## src/rtl/rv_pkg.sv

```systemverilog
// Shared definitions for the fetch stage and the downstream datapath.
package rv_pkg;

    localparam int unsigned XLEN = 32;

    // Fetch FSM state encoding.
    typedef enum logic [1:0] {
        ST_REQ  = 2'd0,
        ST_WAIT = 2'd1,
        ST_HAVE = 2'd2,
        ST_ERR  = 2'd3
    } fetch_state_e;

    // Instruction handed to decode together with its address.
    typedef struct packed {
        logic [XLEN-1:0] instr;
        logic [XLEN-1:0] pc;
    } fetch_pkt_t;

    localparam logic [XLEN-1:0] RV_NOP        = 32'h0000_0013;
    localparam logic [XLEN-1:0] RV_ALIGN_MASK = 32'h0000_0003;

    // True when an address is not word aligned.
    function automatic logic rv_misaligned(input logic [XLEN-1:0] addr);
        return |(addr & RV_ALIGN_MASK);
    endfunction

endpackage

```

## src/rtl/pc_next_sel.sv

```systemverilog
// Next-PC selection (flush_pc / PCTarget / PC+4) and alignment check.
module pc_next_sel
    import rv_pkg::*;
(
    input  logic [XLEN-1:0] pc,
    input  logic [XLEN-1:0] pc_target,
    input  logic [XLEN-1:0] flush_pc,
    input  logic            pc_src,
    input  logic            flush,
    output logic [XLEN-1:0] pc_plus4,
    output logic [XLEN-1:0] next_pc,
    output logic            misaligned
);

    // Sequential successor, wraps modulo 2^32.
    assign pc_plus4 = pc + XLEN'(4);

    // Flush redirect dominates the branch decision.
    always_comb begin
        next_pc = pc_plus4;
        if (flush) begin
            next_pc = flush_pc;
        end else if (pc_src) begin
            next_pc = pc_target;
        end
        misaligned = rv_misaligned(next_pc);
    end

endmodule

```

## src/rtl/instr_fetch_unit.sv

```systemverilog
// Fetch stage: owns the PC, issues single outstanding imem requests,
// hands fetched words to decode over a valid/ready handshake.
module instr_fetch_unit
    import rv_pkg::*;
#(
    parameter logic [31:0] RESET_PC = 32'h0000_0000
) (
    input  logic        clk,
    input  logic        rst_n,
    output logic        imem_req_valid,
    input  logic        imem_req_ready,
    output logic [31:0] imem_addr,
    input  logic        imem_rsp_valid,
    input  logic [31:0] imem_rsp_data,
    output logic [31:0] Instr,
    output logic [31:0] PC,
    output logic [31:0] PCPlus4,
    output logic        instr_valid,
    input  logic        instr_ready,
    input  logic        PCSrc,
    input  logic [31:0] PCTarget,
    input  logic        flush,
    input  logic [31:0] flush_pc,
    output logic        fetch_err
);

    fetch_state_e state_q, state_d;
    fetch_pkt_t   pkt_q, pkt_d;
    logic [31:0]  fetch_pc_q, fetch_pc_d;
    logic         valid_q, valid_d;
    logic         err_q, err_d;
    logic         kill_q, kill_d;
    logic         req_q, req_d;

    logic [31:0]  sel_pc;
    logic         sel_misaligned;
    logic         req_fire;

    pc_next_sel u_pc_next_sel (
        .pc         (pkt_q.pc),
        .pc_target  (PCTarget),
        .flush_pc   (flush_pc),
        .pc_src     (PCSrc),
        .flush      (flush),
        .pc_plus4   (PCPlus4),
        .next_pc    (sel_pc),
        .misaligned (sel_misaligned)
    );

    // req_q is only ever high in REQ, so it qualifies the handshake.
    assign req_fire = req_q && imem_req_ready;

    // Next-state and registered-output values.
    always_comb begin
        state_d    = state_q;
        pkt_d      = pkt_q;
        fetch_pc_d = fetch_pc_q;
        valid_d    = valid_q;
        err_d      = err_q;
        kill_d     = kill_q;

        if (flush) begin
            if (sel_misaligned) begin
                state_d = ST_ERR;
                err_d   = 1'b1;
                valid_d = 1'b0;
                kill_d  = 1'b0;
            end else begin
                fetch_pc_d = flush_pc;
                valid_d    = 1'b0;
                unique case (state_q)
                    ST_REQ: begin
                        // A request accepted this cycle is still in flight.
                        if (req_fire) begin
                            kill_d  = 1'b1;
                            state_d = ST_WAIT;
                        end else begin
                            state_d = ST_REQ;
                        end
                    end
                    ST_WAIT: begin
                        // Response arriving now is the stale one: drop it and refetch.
                        if (imem_rsp_valid) begin
                            kill_d  = 1'b0;
                            state_d = ST_REQ;
                        end else begin
                            kill_d  = 1'b1;
                            state_d = ST_WAIT;
                        end
                    end
                    default: state_d = ST_REQ;
                endcase
            end
        end else begin
            unique case (state_q)
                ST_REQ: begin
                    if (req_fire) begin
                        state_d = ST_WAIT;
                    end
                end
                ST_WAIT: begin
                    if (imem_rsp_valid) begin
                        if (kill_q) begin
                            kill_d  = 1'b0;
                            state_d = ST_REQ;
                        end else begin
                            pkt_d.instr = imem_rsp_data;
                            pkt_d.pc    = fetch_pc_q;
                            valid_d     = 1'b1;
                            state_d     = ST_HAVE;
                        end
                    end
                end
                ST_HAVE: begin
                    if (instr_ready) begin
                        valid_d = 1'b0;
                        if (sel_misaligned) begin
                            err_d   = 1'b1;
                            state_d = ST_ERR;
                        end else begin
                            fetch_pc_d = sel_pc;
                            state_d    = ST_REQ;
                        end
                    end
                end
                default: state_d = state_q;
            endcase
        end

        req_d = (state_d == ST_REQ);
    end

    // State and output registers.
    always_ff @(posedge clk or negedge rst_n) begin
        if (!rst_n) begin
            state_q    <= ST_REQ;
            pkt_q      <= '{instr: RV_NOP, pc: RESET_PC};
            fetch_pc_q <= RESET_PC;
            valid_q    <= 1'b0;
            err_q      <= 1'b0;
            kill_q     <= 1'b0;
            req_q      <= 1'b0;
        end else begin
            state_q    <= state_d;
            pkt_q      <= pkt_d;
            fetch_pc_q <= fetch_pc_d;
            valid_q    <= valid_d;
            err_q      <= err_d;
            kill_q     <= kill_d;
            req_q      <= req_d;
        end
    end

    assign imem_req_valid = req_q;
    assign imem_addr      = fetch_pc_q;
    assign Instr          = pkt_q.instr;
    assign PC             = pkt_q.pc;
    assign instr_valid    = valid_q;
    assign fetch_err      = err_q;

endmodule

```

## config.mk

```make
export PLATFORM = sky130hd
export DESIGN_NAME = instr_fetch_unit
export DESIGN_NICKNAME = d
export VERILOG_FILES = /design/src/rtl/rv_pkg.sv /design/src/rtl/pc_next_sel.sv /design/src/rtl/instr_fetch_unit.sv
export SDC_FILE = /design/constraint.sdc
export NUM_CORES = 1
export LEC_CHECK = 0
export ABC_AREA = 1
export ABC_CLOCK_PERIOD_IN_PS = 2600
export CAP_MARGIN = 0
export CELL_PAD_IN_SITES_DETAIL_PLACEMENT = 1
export CELL_PAD_IN_SITES_GLOBAL_PLACEMENT = 2
export CORE_AREA = 2 2 117 203
export DETAILED_ROUTE_END_ITERATION = 8
export DIE_AREA = 0 0 119 205
export PLACE_DENSITY_LB_ADDON = 0.1
export SETUP_SLACK_MARGIN = 0.02
export SLEW_MARGIN = 30
export SYNTH_ARGS = -nofsm -noshare
export SYNTH_HDL_FRONTEND = slang
export SYNTH_SLANG_ARGS = --single-unit
```

## constraint.sdc

```tcl
create_clock -name clk -period 2.6 [get_ports clk]
set_input_delay 0.26 -clock clk [delete_from_list [all_inputs] [get_ports clk]]
set_output_delay 0.26 -clock clk [all_outputs]
set_load 0.01 [all_outputs]
```

# Word level (Yosys, flattened, before mapping)
# Index checks and enable logic that the tools add are counted.
# op_classes
addsub	1
n_mul	0
div	0
n_lt_le_gt_ge	0
n_eq_ne	6
shifts	0
muxes	34
bitwise_logic	3
n_reduce_logical	15
# op_table
operator	n
2-to-1 mux 32 bit	7
adder 32 x 3 -> 32 bit, second input constant	1
2-to-1 mux 1 bit	16
2-to-1 mux 2 bit	7
AND reduction 4 bit	3
inequality test 3 bit, second input constant	3
nonzero test 2 bit	4
one-hot mux 2 bit (3 select lines)	1
nonzero test 3 bit	2
zero test 2 bit	2
inequality test 4 bit, second input constant	1
one-hot mux 1 bit (2 select lines)	2
one-hot mux 2 bit (2 select lines)	1
inverter 1 bit	3
AND reduction 3 bit	1
equality test 2 x 1 -> 1 bit, second input constant	1
equality test 2 bit, second input constant	1
AND reduction 2 bit	1
OR reduction 2 bit	1
logical AND 1 bit	1
# word_totals
reg_bits	102
latch_bits	0
ram_bits	0
romBits	0
input_bits	103
out_inout_bits	131
word_cells	67
mem_count	0

# Depth between registers and ports, before layout
# Gate-level depths: netlist of the first run.
# logic_depth
word_depth	9
ltp_mapped	12
depth_no_buf	12

# By module
# A second synthesis of the first run with hierarchy kept.
# unflattened
hier_cells	939
area_unflattened_um2	6495.0
# modules_own_cells
mod	n_inst	cells_each	area_per_inst_um2	seq_area_each_um2
instr_fetch_unit	1	559	4775.8	2556.2
pc_next_sel	1	380	1719.1	0.0

# Worst setup path before layout of the first run
# No wires, ideal clock.
# synth_timing
path_kind	flip-flop to flip-flop
from	register pkt_q (netlist bit PC[2])
to	register fetch_pc_q[12] (netlist: imem_addr[12])
setup_time_ns	0.065
t_arrival_ns	1.561
required_time_ns	2.535
setup_slack_ns	0.974
stages_incl_launch_ff	10
path_buffers	0
period_less_slack_ns	1.626
path_cell_list	dfrtp_1 ha_1 inv_1 nor2_1 nand3_1 xnor2_1 nand2_1 nand3_1 nand2_1 nand2_1
# synth_via
elab_chain_cells	7
# synth_lines
item	line_no	text
from (decl)	instr_fetch_unit.sv:28	fetch_pkt_t pkt_q, pkt_d;
from (signal assigned)	instr_fetch_unit.sv:137	pkt_q <= '{instr: RV_NOP, pc: RESET_PC};
from (signal assigned)	instr_fetch_unit.sv:145	pkt_q <= pkt_d;
adder 32 x 3 -> 32 bit	pc_next_sel.sv:16	assign pc_plus4 = pc + XLEN'(4);
net PCPlus4[12]	instr_fetch_unit.sv:17	output logic [31:0] PCPlus4,
2-to-1 mux 32 bit	pc_next_sel.sv:23	end else if (pc_src) begin
2-to-1 mux 32 bit	pc_next_sel.sv:21	if (flush) begin
2-to-1 mux 32 bit	instr_fetch_unit.sv:117	if (sel_misaligned) begin
2-to-1 mux 32 bit	instr_fetch_unit.sv:115	if (instr_ready) begin
2-to-1 mux 32 bit	instr_fetch_unit.sv:95	unique case (state_q)
2-to-1 mux 32 bit	instr_fetch_unit.sv:62	if (flush) begin
to (signal assigned)	instr_fetch_unit.sv:146	fetch_pc_q <= fetch_pc_d;
to (decl)	instr_fetch_unit.sv:29	logic [31:0] fetch_pc_q, fetch_pc_d;
# The timed path passes the listed nets, and every way through them passes these cells. The select of a mux whose other input is x is not followed.
# A chain may end at the register's enable or synchronous reset.

# Final worst setup path of the first run
# layout_timing
from	register pkt_q (netlist bit PC[2])
to	output port PCPlus4[21]
# layout_via
elab_chain_cells	1
# layout_lines
item	line_no
adder 32 x 3 -> 32 bit	pc_next_sel.sv:16
to (decl)	instr_fetch_unit.sv:17
# Every way passes these cells.

==> flow_summary_export.csv, run 1 <==
group,metric,value,unit
synth,syn_nets,817,
floorplan,core_area,0.0227,mm2
routing,ant_nets,0,
finish,final_common_cell,"clkdlybuf4s50_1",
worst_setup_path,path_class,"reg2out",
synth,synthArstFlopShare,1.00,
finish,num_antenna_cells,0,
global_routing,grt_pass1_wl,35400,um
synth,synthXorXnorAreaFrac,0.0136,
global_routing,grt_antenna_before_repair,0,
finish,drive_above_1_share,0.174,
finish,layout_common_cells,"clkdlybuf4s50_1, nand2_1, nor2_1",
floorplan,initial_utilization,0.256,
synth,synth_area_per_cell,8.15,um2
placement,numPortBuffers,233,
timing,layout_worst_path_cycle_share,0.951,
floorplan,io_pins,234,
placement,dpl.hpwl,17600,um
worst_setup_path,r2r_cells,12,
synth,synth_top_family_by_area,"simple AND/OR/NAND/NOR gates",
synth,syn_inst,713,
synth,synth-edff-count,0,
worst_setup_path,cp_data_arrival_time,2210,ps
synth,synth-compound-area-share,0.0835,
timing,setup_violations,0,
timing,tightest_slew,651,ps
worst_setup_path,r2r_start,"PC[2]",
timing,fmax,0.405,GHz
timing,slew_headroom,0.566,
global_routing,grt_max_degree,44,
power_and_ir_drop,ir_drop,0.439,mV
cts,clk_pin_slew,70,ps
synth,yosys.area_share.simple,0.285,
routing,dr_total_vias,5694,
timing,min_period,2470,ps
placement,dpl.cell_count,1231,
floorplan,die_y,205,um
cts,clock_sinks,102,
worst_setup_path,crit_required,2340,ps
synth,synth_mux_area_frac,0.102,
timing,rsz0062_at_grt,"no",
finish,final_cells,1256,
routing,routed_wl,22900,um
timing,fin_hold_ws,471,ps
cts,cts_root_buffer,"clkbuf_16",
flow_run,cap_violations,0,
routing,drt-initial-drc-count,139,
run_status,status,"finished, final reports clean",
finish,nNetsFinal,1055,
worst_setup_path,start_kind,"flop",
synth,syn_area,0.00581,mm2
placement,gp_congestion,0.841,
timing,hold_violations,0,
power_and_ir_drop,power_density,1030,mW/mm2
global_routing,grt_pass1_vias,6381,
global_routing,grt.total_usage,0.189,
cts,clockBufferDepth,2,
timing,tns,0,ps
worst_setup_path,worstReg2RegEnd,"imem_addr[22]",
synth,synth_area_leaders,"dfrtp_1, nand2_1, mux2_4",
timing,fin_skew,7.68,ps
synth,synth.top_cell.area_share,0.426,
finish,syn2layout_area_growth,53.6,%
synth,ys.flop_type,"dfrtp_1",
routing,dr.pass1.iters,4,
routing,wl_per_cell,18.2,um
routing,viasPerCell,4.53,
placement,dpl-instance-area,0.00846,mm2
routing,post-route-drc-count,0,
global_routing,grt.overflow.total,0,
power_and_ir_drop,p_leak,0.00407,uW
floorplan,rows,73,
worst_setup_path,crit_path_end_kind,"primary output",
cts,clock_latency,360,ps
floorplan,dieArea,0.0244,mm2
finish,postLayoutCoreUtil,0.393,
cts,cts_tree,"yes",
synth,yosysUniqueCellTypes,37,
finish,design_area,0.00893,mm2
synth,ys_seq_area_frac,0.440,
cts,htreeDepth,3,
cts,numCtsBuffers,9,
synth,synthAdderAreaFrac,0.00215,
worst_hold_path,hold_path_class,"in2async",
synth,ys_warn_count,0,
timing,maxSlewViolCount,0,
worst_setup_path,critPathMaxFanout,8,
floorplan,die_w,119,um
synth,ys_ff_latch,102,
synth,yosys.area.top_type,"dfrtp_1",
worst_setup_path,r2r_setup_slack,900,ps
==> power by group <==
group | switching, uW | total (uW) | internal (uW)
Sequential | 718 | 3040 | 2320
Clock | 673 | 1330 | 659
Combinational | 2160 | 4830 | 2670
Total | 3550 | 9200 | 5650
==> critical path, stage by stage (launching register included) <==
cell and delay [ps]:
dfrtp_2 420, clkinvlp_4 150, nor2_4 170, nand2_4 120, nor2_4 180, nand2_1 80, nand2_1 70, and2_1 130
clkdlybuf4s50_1 530
==> synth_stat cells, types with 6 or more instances <==
library cell,n
dfrtp_1,99
a21oi_2,14
buf_6,10
o21ai_0,21
nand3_1,35
clkbuf_1,10
a21oi_1,30
nor2_1,100
inv_1,49
nor2_2,24
nand2_1,222
o21ai_1,6
mux2_4,39
==> metal layers <==
metal  share of wire  global-route usage  up-vias  wire (um)
met2            0.56               0.365      157      12800
met3           0.049              0.0409       22       1130
met4           0.021              0.0612        0        488
met5               0                   0        -          0
met1            0.37               0.201     2789       8550
li1                -                   -     2726          -
==> kinds of logic after synthesis <==
family,after synthesis
simple gates,397
flops,102
buf+inv,84
compound gates,80
mux,40
xor+xnor,9
fa+ha+maj,1
==> stage by stage <==
stage	worst slack (ps)	total power, uW
final	128	9200
after global routing	21.3	9790
after CTS	5.35	9250
after detailed placement	278	7790
after global placement	331	7720
after floorplan	974	4930
==> sequential cells by signal (all words and copies together) (netlist names) <==
register	count
state_q	2
kill_q	1
imem_addr	32
instr_valid	1
PC	32
imem_req_valid	1
fetch_err	1
Instr	32
==> area by class of cell <==
class                           count  area, um2
Inverter                           54        209
Multi-Input combinational cell    527       2920
Tap cell                          300        375
Fill cell                        2678      13800
Clock inverter                      6       47.5
Timing Repair Buffer              257       2570
Sequential cell                   102       2570
Clock buffer                       10        229
==> repair_timing <==
item | 4_1_cts | 5_1_grt
setup endpoints to repair | 12 | 19
hold buffers | 1 | 0
endpoints found under the hold margin | 39 | 0
buffers inserted | 3 | 5
pin swaps | 0 | 3
resized for setup | 14 | 29
==> worst max-delay path by stage <==
stage	startpoint	end	cells after the start	slack (ps)
final	PC[2]	PCPlus4[21]	8	130
after global routing	PC[16]	PCPlus4[28]	8	20
after CTS	PC[17]	PCPlus4[21]	8	5
after detailed placement	PC[2]	PCPlus4[12]	6	280
after global placement	PC[2]	PCPlus4[12]	6	330
after floorplan	PC[2]	imem_addr[12]	9	970
Note: power is estimated with default switching activity, not from simulation.
==> run 2, diff against run 1 <==
--- a/config.mk
+++ b/config.mk
@@ -5,17 +5,17 @@
 export SDC_FILE = /design/constraint.sdc
 export NUM_CORES = 1
 export LEC_CHECK = 0
-export ABC_AREA = 1
 export ABC_CLOCK_PERIOD_IN_PS = 2600
 export CAP_MARGIN = 0
 export CELL_PAD_IN_SITES_DETAIL_PLACEMENT = 1
 export CELL_PAD_IN_SITES_GLOBAL_PLACEMENT = 2
-export CORE_AREA = 2 2 117 203
+export CORE_AREA = 2 2 109 189
 export DETAILED_ROUTE_END_ITERATION = 8
-export DIE_AREA = 0 0 119 205
+export DIE_AREA = 0 0 111 191
 export PLACE_DENSITY_LB_ADDON = 0.1
 export SETUP_SLACK_MARGIN = 0.02
-export SLEW_MARGIN = 30
+export SLEW_MARGIN = 20
 export SYNTH_ARGS = -nofsm -noshare
 export SYNTH_HDL_FRONTEND = slang
 export SYNTH_SLANG_ARGS = --single-unit
+export TNS_END_PERCENT = 10
==> flow_summary_export.csv, run 2 <==
group,metric,value,unit
global_routing,grt.total_usage,0.190,
synth,ys.flop_type,"dfrtp_1",
routing,viasPerCell,4.85,
finish,fill_cells,2183,
synth,yosysUniqueCellTypes,63,
global_routing,grt_pass1_vias,5530,
timing,setup_violations,4,
synth,syn_area,0.00522,mm2
timing,layout_worst_path_cycle_share,1.03,
synth,synth.top_cell.area_share,0.475,
synth,ys_seq_area_frac,0.490,
synth,yosys.cell_count.top_type,"dfrtp_1",
worst_setup_path,cp_data_arrival_time,2430,ps
power_and_ir_drop,combPwrFrac,0.505,
timing,hold_violations,0,
routing,post-route-drc-count,0,
placement,gp_congestion,0.794,
worst_setup_path,crit_required,2340,ps
placement,dp_slack,-117,ps
global_routing,grt_max_degree,48,
floorplan,dieArea,0.0212,mm2
routing,dr.pass1.iters,5,
run_status,violations,"negative setup slack",
timing,finalWorstSetupSlack,-88.8,ps
power_and_ir_drop,switching_power,2770,uW
worst_setup_path,path_delay_family,"simple AND/OR/NAND/NOR gates",
finish,syn2layout_area_growth,62.6,%
routing,wl_per_cell,20.4,um
floorplan,die_w,111,um
finish,final_common_cell,"clkdlybuf4s50_1",
floorplan,die_y,191,um
routing,routed_wl,20100,um
synth,syn_inst,470,
synth,syn_nets,574,
global_routing,grt.overflow.total,0,
power_and_ir_drop,ir_drop,0.441,mV
power_and_ir_drop,switching_share,0.350,
cts,clockBufferDepth,2,
floorplan,rows,68,
cts,clock_sinks,102,
worst_setup_path,start_kind,"flop",
global_routing,grt_pass1_wl,31300,um
cts,clock_latency,350,ps
cts,clk_pin_slew,80,ps
finish,nNetsFinal,838,
worst_setup_path,crit_path_end_kind,"primary output",
synth,synth_area_per_cell,11.1,um2
floorplan,io_pins,234,
power_and_ir_drop,pwr-share-seq,0.328,
routing,dr_total_vias,4775,
synth,ys_warn_count,0,
cts,numCtsBuffers,9,
finish,drive_above_1_share,0.238,
synth,synthArstFlopShare,1.00,
synth,synthTopCellsByCount,"dfrtp_1, mux2_2, nand2_1",
synth,ys_ff_latch,102,
finish,design_area,0.00848,mm2
power_and_ir_drop,clock_power_share,0.167,
synth,synth_area_leaders,"dfrtp_1, mux2_2, a21oi_1",
worst_setup_path,cp_slowest_stage_delay,570,ps
placement,dpl.hpwl,15900,um
cts,cts_root_buffer,"clkbuf_16",
synth,synth-edff-count,0,
timing,maxSlewViolCount,0,
routing,ant_nets,0,
floorplan,initial_utilization,0.265,
worst_setup_path,critPathMaxFanout,7,
floorplan,core_area,0.0197,mm2
global_routing,grt_antenna_before_repair,0,
timing,slew_headroom,0.317,
run_status,status,"complete, but fails checks",
finish,layout_common_cells,"clkdlybuf4s50_1, dfrtp_1, mux2_2",
routing,drt-initial-drc-count,72,
finish,postLayoutCoreUtil,0.432,
cts,cts_tree,"yes",
worst_setup_path,crit_buf_inv,1,
power_and_ir_drop,p_leak,0.00368,uW
timing,tightest_slew,1020,ps
flow_run,cap_violations,0,
placement,dpl-instance-area,0.00810,mm2
timing,min_period,2690,ps
worst_setup_path,path_class,"reg2out",
finish,num_antenna_cells,0,
timing,rsz0062_at_grt,"yes",
power_and_ir_drop,p_total,7920,uW
worst_setup_path,path_cells,"and4_4, nand4_1, nor4_2, xor2_1, clkdlybuf4s50_1",
timing,fin_skew,12.2,ps
worst_setup_path,critPathSlowestCell,"clkdlybuf4s50_1",
cts,htreeDepth,3,
worst_hold_path,hold_path_class,"in2reg",
power_and_ir_drop,intPower,5150,uW
power_and_ir_drop,power_density,934,mW/mm2
synth,yosys.area.top_type,"dfrtp_1",
placement,numPortBuffers,233,
timing,fmax,0.372,GHz
==> run 2: cell type report <==
| class | count | area, um2 | share of cell area |
|---|---|---|---|
| flip-flops and latches | 102 | 2560 | 0.302 |
| multi-input cells | 321 | 2530 | 0.299 |
| well taps | 245 | 307 | 0.0361 |
| repair buffers | 284 | 2740 | 0.323 |
| inverters | 16 | 60.1 | 0.00708 |
| clock buffers | 9 | 225 | 0.0266 |
| clock inverters | 7 | 55.1 | 0.00649 |
==> run 2: worst paths after layout <==
kind                            slack, ps  startpoint            end  depth (start not counted)
worst max register to register        240       PC[0]  imem_addr[19]                          6
max in group asynchronous            1390       rst_n       Instr[4]                          3
worst min-delay path                  420       flush     state_q[1]                          3
worst max-delay path                  -90      PC[14]    PCPlus4[27]                          5
worst min register to register        510   Instr[30]      Instr[30]                          1
min in group asynchronous             470       rst_n   imem_addr[1]                          2
==> run 2: cell families (layout without fill, tap and decap cells) <==
group | after synthesis | in the layout | share of synthesized area
multiplexers | 72 | 72 | 0.153
XOR/XNOR | 25 | 25 | 0.0420
AO/OA/AOI/OAI | 94 | 94 | 0.125
AND/OR/NAND/NOR | 129 | 129 | 0.144
buffers and inverters | 47 | 316 | 0.0441
flip-flops | 102 | 102 | 0.490
adder cells (fa/ha/maj) | 1 | 1 | 0.00240
==> run 2: metrics by stage <==
step | hold WS, ps | TNS, ps | instances
global route | 442 | -1270 | 984
CTS | 403 | -998 | 984
global placement | 230 | -105 | 966
detailed placement | 238 | -590 | 966
finish | 417 | -198 | 984
floorplan | -35.6 | 0 | 470
==> run 2: worst reg2reg max path, delay by kind of cell, from the launching register on <==
kind / cells / cell delay (ps)
AOI/OAI and AO/OA: 3 / 360
buffers and inverters: 1 / 270
DFF: 1 / 470
and+or+nand+nor: 2 / 1180
==> run 2: timing repair <==
action                                  in CTS  in global routing
hold buffers                                 1                  0
resized for setup                           28                 12
pin swaps                                    3                  8
setup buffers                                1                  0
endpoints found under the setup margin      23                 17
endpoints found under the hold margin       30                  0
==> run 2: power by group through the flow <==
stage          Sequential, uW  Clock [uW]  Combinational [uW]
2_1_floorplan            2920           0                1160
3_3_place_gp             2590           0                4000
3_5_place_dp             2630           0                4040
4_1_cts                  2610        1370                4090
5_1_grt                  2690        1430                4300
6_report                 2600        1320                4000
==> run 2: metal layers <==
| metal | global-route usage | vias to the layer above | wire length [um] |
|---|---|---|---|
| met5 | 0 | - | 0 |
| li1 | - | 2217 | - |
| met3 | 0.0450 | 19 | 1100 |
| met1 | 0.192 | 2374 | 7040 |
| met2 | 0.384 | 165 | 11600 |
| met4 | 0.0514 | 0 | 359 |
